$ cat config.mk
export PLATFORM = sky130hd
export DESIGN_NAME = mem_port_arbiter
export DESIGN_NICKNAME = d
export VERILOG_FILES = /design/src/rtl/mem_port_arbiter_pkg.sv /design/src/rtl/mem_port_arbiter.sv
export SDC_FILE = /design/constraint.sdc
export NUM_CORES = 1
export LEC_CHECK = 0
export BUFFER_PORTS_ARGS = -buffer_cell sky130_fd_sc_hd__buf_2
export CORE_UTILIZATION = 43
export CTS_CLUSTER_SIZE = 10
export DETAILED_ROUTE_END_ITERATION = 16
export PLACE_DENSITY = 0.75
export REMOVE_ABC_BUFFERS = 1
export SETUP_SLACK_MARGIN = 0.05
export SYNTH_ARGS = -nofsm -noshare
export SYNTH_HDL_FRONTEND = slang
export SYNTH_SLANG_ARGS = --single-unit
$ cat constraint.sdc
create_clock -name clk -period 2.7 [get_ports clk]
set_input_delay 0.405 -clock clk [delete_from_list [all_inputs] [get_ports clk]]
set_output_delay 0.405 -clock clk [all_outputs]
set_load 0.1 [all_outputs]
$ cat src/rtl/mem_port_arbiter_pkg.sv
// Shared types for the unified memory port arbiter.
//   XLEN            data/address width
//   MEM_BE_W        byte-enable width (one bit per byte of XLEN)
//   mem_arb_state_t arbiter FSM state encoding
//   mem_req_t       memory request payload (latched copy and m_* bundle)
package mem_port_arbiter_pkg;

    localparam int XLEN     = 32;
    localparam int MEM_BE_W = XLEN / 8;

    typedef enum logic [1:0] {
        ARB_IDLE,
        ARB_REQ,
        ARB_WAIT_I,
        ARB_WAIT_D
    } mem_arb_state_t;

    typedef struct packed {
        logic                we;
        logic [MEM_BE_W-1:0] be;
        logic [XLEN-1:0]     addr;
        logic [XLEN-1:0]     wdata;
    } mem_req_t;

endpackage

$ cat src/rtl/mem_port_arbiter.sv
// Shares one memory port between instruction fetch and load/store.
// Data requests win over fetch, except that after STARVE_LIMIT consecutive
// data wins against a pending fetch, fetch is forced through. Only one
// transaction is outstanding at a time.
//
// state      | meaning
// -----------+-----------------------------------------------------------
// ARB_IDLE   | no transaction; arbitrate and latch the winner's payload
// ARB_REQ    | m_req high with stable payload, waiting for m_gnt
// ARB_WAIT_I | fetch accepted, waiting for m_rvalid (may be dropped)
// ARB_WAIT_D | data accepted, waiting for m_rvalid
//
// Ports
//   clk, reset                       clock, async active-low reset
//   i_req/i_addr/i_kill              fetch request, address, redirect kill
//   i_gnt/i_rvalid/i_rdata           fetch accept pulse, response pulse/data
//   d_req/d_we/d_be/d_addr/d_wdata   data request and payload
//   d_gnt/d_rvalid/d_rdata           data accept pulse, response pulse/data
//   m_req/m_we/m_be/m_addr/m_wdata   memory request and registered payload
//   m_gnt/m_rvalid/m_rdata           memory accept, response valid/data
module mem_port_arbiter
    import mem_port_arbiter_pkg::*;
#(
    parameter int STARVE_LIMIT = 4
) (
    input  logic                clk,
    input  logic                reset,
    input  logic                i_req,
    input  logic [XLEN-1:0]     i_addr,
    input  logic                i_kill,
    output logic                i_gnt,
    output logic                i_rvalid,
    output logic [XLEN-1:0]     i_rdata,
    input  logic                d_req,
    input  logic                d_we,
    input  logic [MEM_BE_W-1:0] d_be,
    input  logic [XLEN-1:0]     d_addr,
    input  logic [XLEN-1:0]     d_wdata,
    output logic                d_gnt,
    output logic                d_rvalid,
    output logic [XLEN-1:0]     d_rdata,
    output logic                m_req,
    output logic                m_we,
    output logic [MEM_BE_W-1:0] m_be,
    output logic [XLEN-1:0]     m_addr,
    output logic [XLEN-1:0]     m_wdata,
    input  logic                m_gnt,
    input  logic                m_rvalid,
    input  logic [XLEN-1:0]     m_rdata
);

    localparam int SW = $clog2(STARVE_LIMIT + 1);
    localparam logic [SW-1:0] STARVE_MAX = SW'(STARVE_LIMIT);

    mem_arb_state_t  state_q, state_d;
    mem_req_t        payload_q, payload_d;
    logic            owner_d_q, owner_d_d;     // 1: data owns the port
    logic [SW-1:0]   starve_q, starve_d;
    logic            drop_q, drop_d;
    logic            i_rvalid_q, i_rvalid_d;
    logic            d_rvalid_q, d_rvalid_d;
    logic [XLEN-1:0] i_rdata_q, d_rdata_q;
    logic            data_wins;

    always_ff @(posedge clk or negedge reset) begin
        if (!reset) begin
            state_q    <= ARB_IDLE;
            payload_q  <= '0;
            owner_d_q  <= 1'b0;
            starve_q   <= '0;
            drop_q     <= 1'b0;
            i_rvalid_q <= 1'b0;
            d_rvalid_q <= 1'b0;
            i_rdata_q  <= '0;
            d_rdata_q  <= '0;
        end else begin
            state_q    <= state_d;
            payload_q  <= payload_d;
            owner_d_q  <= owner_d_d;
            starve_q   <= starve_d;
            drop_q     <= drop_d;
            i_rvalid_q <= i_rvalid_d;
            d_rvalid_q <= d_rvalid_d;
            if (i_rvalid_d) i_rdata_q <= m_rdata;
            if (d_rvalid_d) d_rdata_q <= m_rdata;
        end
    end

    // Data wins unless fetch is pending and has already lost STARVE_LIMIT times.
    assign data_wins = d_req && !(i_req && (starve_q == STARVE_MAX));

    always_comb begin
        state_d    = state_q;
        payload_d  = payload_q;
        owner_d_d  = owner_d_q;
        starve_d   = starve_q;
        drop_d     = drop_q;
        i_rvalid_d = 1'b0;
        d_rvalid_d = 1'b0;
        i_gnt      = 1'b0;
        d_gnt      = 1'b0;
        unique case (state_q)
            ARB_IDLE: begin
                if (!i_req) starve_d = '0;
                if (data_wins) begin
                    payload_d.we    = d_we;
                    payload_d.be    = d_be;
                    payload_d.addr  = d_addr;
                    payload_d.wdata = d_wdata;
                    owner_d_d       = 1'b1;
                    state_d         = ARB_REQ;
                    if (i_req && (starve_q != STARVE_MAX)) starve_d = starve_q + SW'(1);
                end else if (i_req && !i_kill) begin
                    payload_d.we    = 1'b0;
                    payload_d.be    = '1;
                    payload_d.addr  = i_addr;
                    payload_d.wdata = '0;
                    owner_d_d       = 1'b0;
                    state_d         = ARB_REQ;
                    starve_d        = '0;
                end
            end
            ARB_REQ: begin
                if (m_gnt) begin
                    if (owner_d_q) begin
                        d_gnt   = 1'b1;
                        state_d = ARB_WAIT_D;
                    end else begin
                        i_gnt   = 1'b1;
                        state_d = ARB_WAIT_I;
                        // Redirect in the accept cycle: the response still arrives and must be eaten.
                        if (i_kill) drop_d = 1'b1;
                    end
                end else if (!owner_d_q && i_kill) begin
                    state_d = ARB_IDLE;
                end
            end
            ARB_WAIT_I: begin
                if (m_rvalid) begin
                    state_d    = ARB_IDLE;
                    drop_d     = 1'b0;
                    i_rvalid_d = !drop_q && !i_kill;
                end else if (i_kill) begin
                    drop_d = 1'b1;
                end
            end
            ARB_WAIT_D: begin
                if (m_rvalid) begin
                    state_d    = ARB_IDLE;
                    d_rvalid_d = 1'b1;
                end
            end
            default: state_d = ARB_IDLE;
        endcase
    end

    assign m_req    = (state_q == ARB_REQ);
    assign m_we     = payload_q.we;
    assign m_be     = payload_q.be;
    assign m_addr   = payload_q.addr;
    assign m_wdata  = payload_q.wdata;
    assign i_rvalid = i_rvalid_q;
    assign d_rvalid = d_rvalid_q;
    assign i_rdata  = i_rdata_q;
    assign d_rdata  = d_rdata_q;

    a_payload_stable: assert property (@(posedge clk) disable iff (!reset)
        (m_req && !m_gnt) |=> $stable(payload_q));
    a_one_rvalid: assert property (@(posedge clk) disable iff (!reset)
        !(i_rvalid && d_rvalid));
    a_one_gnt: assert property (@(posedge clk) disable iff (!reset)
        !(i_gnt && d_gnt));

endmodule

==> summary.txt <==
Timing
  – Fmax: 0.431 GHz
  – Relative slew slack: 54.0%
  – Hold Vio Cnt, Final: 0
  – PnR worst setup slack: 0.378 ns
  – Crit path time final: 2.32 ns
  – RSZ-0062 raised after global routing: false
  – Clk_skew: 0.00930 ns
  – Final period util: 86.0%
  – Fin Setup TNS: 0 ns
  – Final setup violating endpoints: 0
  – Worst Tran Pin Value: 0.690 ns
  – Final Slew Violations: 0

Critical path
  – Crit-path cells: inv_1, ha_1, and2_1, and2_1, buf_2
  – Crit Path Category: reg2out
  – CP max stage cell: buf_2
  – Crit Path Max Fanout: 7
  – Worst R2R Path Depth: 7
  – Worst EP arrival: 1.92 ns
  – Worst Path Required: 2.30 ns
  – Most frequent CP cell: and2_1
  – Kind of end point of the critical path: primary output
  – WP buf/inv: 2
  – Max stage delay on crit path: 0.42 ns
  – Reg-to-Reg Start: starve_q[0]
  – CP top delay family: buffers and inverters
  – R2r endpoint: m_addr[29]
  – Crit path launch type: register
  – R2R setup slack: 0.68 ns

Route
  – DRC Markers: 0
  – DR WL/cell: 17.3 um
  – Pre-antenna DRT Iters: 4
  – Final ANT Viol Nets: 0
  – DR iter-0 viols: 285
  – Vias: 4793
  – Post-Route WL: 16000 um
  – Vias per cell: 5.20

Global route
  – Antenna violations before repair: 3
  – Largest net degree at the start of global routing: 65
  – GRT overflow: 0
  – All-Layer GR Usage: 22.6%
  – Vias in the first global route: 4887
  – Global-route wire length before repair: 24900 um

Clocking
  – Clock Path Buffers: 2
  – CTS sink cnt: 142
  – CTS tree: done
  – Root Buffer: clkbuf_16
  – H-tree depth: 4
  – Total CTS buffers: 17
  – Post-CTS Resized: 0
  – Worst-Skew Late Latency: 0.41 ns
  – Clk pin slew, worst setup/hold paths: 0.06 ns

Run
  – Max_cap viols: 0

Finish
  – Most common library cell in the layout ignoring fill and taps: buf_2
  – Most frequent cells in the layout: buf_2 (276), dfrtp_1 (142), mux2_2 (65)
  – Nets: 878
  – Fill cell count: 1096
  – Area growth syn-to-layout: 35.7%
  – Design Area, Final: 0.00815 sq mm
  – Layout cells sized above 1: 53.6%

Synthesis
  – Sequential area share after synthesis: 59.1%
  – Synth Instances: 456
  – Yosys warns: 0
  – Distinct cells, synth: 38
  – Syn_area_per_cell: 13.2 sq um
  – Synthesized area: 0.00601 sq mm
  – Flops & latches, synth: 142

Hold path
  – Worst Hold Launch: d_be[3]
  – Hold Crit Endpoint: m_be[3]
  – Hold depth: 2
  – Hold/Removal Path Class: in2reg

Outcome
  – Status: complete, no violations

Placed design
  – Pre-CTS WS: 0.659 ns
  – Dpl cell area: 0.00753 sq mm
  – GPL Wtd Cong: 0.806
  – Port bufs: 277
  – Post-DP HPWL: 11800 um

Floorplanning
  – Number of cell rows: 42
  – Die W: 120 um
  – # IOs: 278
  – Die area: 0.0144 sq mm
  – Die Y: 120 um
  – Core area: 0.0135 sq mm
  – Initial Utilization: 44.7%
[stage by stage]
step	cells	hold slack (ns)	utilization [%]
after global placement	888	0.406	56.0
after global routing	921	0.193	60.6
after detailed placement	888	0.412	56.0
after CTS	921	0.182	60.6
after floorplan	425	0.109	-
final	922	0.204	60.6
[cells in the mapped netlist]
library cell	number	area (sq um)
mux2_2	65	732
a21boi_0	3	22.5
nand3_2	1	10.0
o21ai_0	4	20.0
o211ai_1	1	7.51
a221oi_2	12	180
nor3_1	32	160
inv_1	38	143
a311oi_1	1	8.76
a221oi_1	20	175
nand2_1	5	18.8
buf_4	4	30.0
o21ai_2	1	8.76
o2bb2ai_1	1	8.76
and3b_1	1	8.76
nor3b_1	1	7.51
and2_4	1	8.76
nor2_1	2	7.51
nand3_1	2	10.0
a21oi_1	2	10.0
nor3_2	1	10.0
nand2b_1	2	12.5
a31oi_1	2	12.5
and3_1	2	12.5
nand4_1	1	6.26
nor2b_1	33	206
a2bb2oi_1	1	8.76
o22a_1	4	35.0
buf_2	8	40.0
a22o_1	34	298
a21o_1	1	7.51
buf_6	8	90.1
and2_1	2	12.5
clkbuf_1	10	37.5
ha_1	6	75.1
dfrtp_1	142	3550
buf_1	1	3.75
nor2b_2	1	8.76
[logic make-up after synthesis]
logic type | Yosys count | synth area share, %
DFF | 142 | 59.1
AOI/OAI and AO/OA | 87 | 13.4
and+or+nand+nor | 87 | 8.33
buffers and inverters | 69 | 5.73
muxes | 65 | 12.2
adders and majority gates | 6 | 1.25
[layout make-up]
| class | count | area (sq um) | share of cell area, % |
|---|---|---|---|
| Inverter | 38 | 143 | 1.75 |
| Antenna cell | 1 | 2.50 | 0.0307 |
| Clock inverter | 12 | 160 | 1.96 |
| Tap cell | 176 | 220 | 2.70 |
| Multi-Input combinational cell | 245 | 2120 | 26.1 |
| Timing Repair Buffer | 288 | 1500 | 18.4 |
| Sequential cell | 142 | 3550 | 43.6 |
| Clock buffer | 20 | 447 | 5.48 |
[sequential cells by signal, indices dropped and copies added, names as in the netlist]
name	cells
starve_q	3
drop_q	1
m_addr	32
m_wdata	32
i_rdata	32
owner_d_q	1
i_rvalid	1
m_we	1
m_be	4
state_q	2
d_rvalid	1
d_rdata	32
[per-layer routing]
metal  vias to the layer above  track usage (%)  routed length (um)
li1                       2203                -                   -
met1                      2343             25.2                6150
met2                       215             39.8                8130
met3                        28             7.17                1340
met4                         4             8.91                 342
met5                         -                0                  25
[worst max path at each step]
stage | from | endpoint | slack (ns) | depth (start not counted)
2_1_floorplan | starve_q[0] | m_addr[10] | -0.41 | 6
3_3_place_gp | starve_q[0] | m_addr[11] | 0.84 | 7
3_5_place_dp | starve_q[0] | m_addr[29] | 0.66 | 7
4_1_cts | state_q[1] | i_gnt | 0.35 | 5
5_1_grt | state_q[1] | i_gnt | 0.30 | 5
6_report | state_q[1] | i_gnt | 0.38 | 5
[what timing repair did]
item	in CTS	in global routing
hold buffers	1	0
buffers inserted	0	0
endpoints found under the setup margin	0	0
endpoints found under the hold margin	61	0
Power is left out: the tool's default activity adds up to more than one toggle a clock period on the data nets, which glitch-free logic cannot reach.
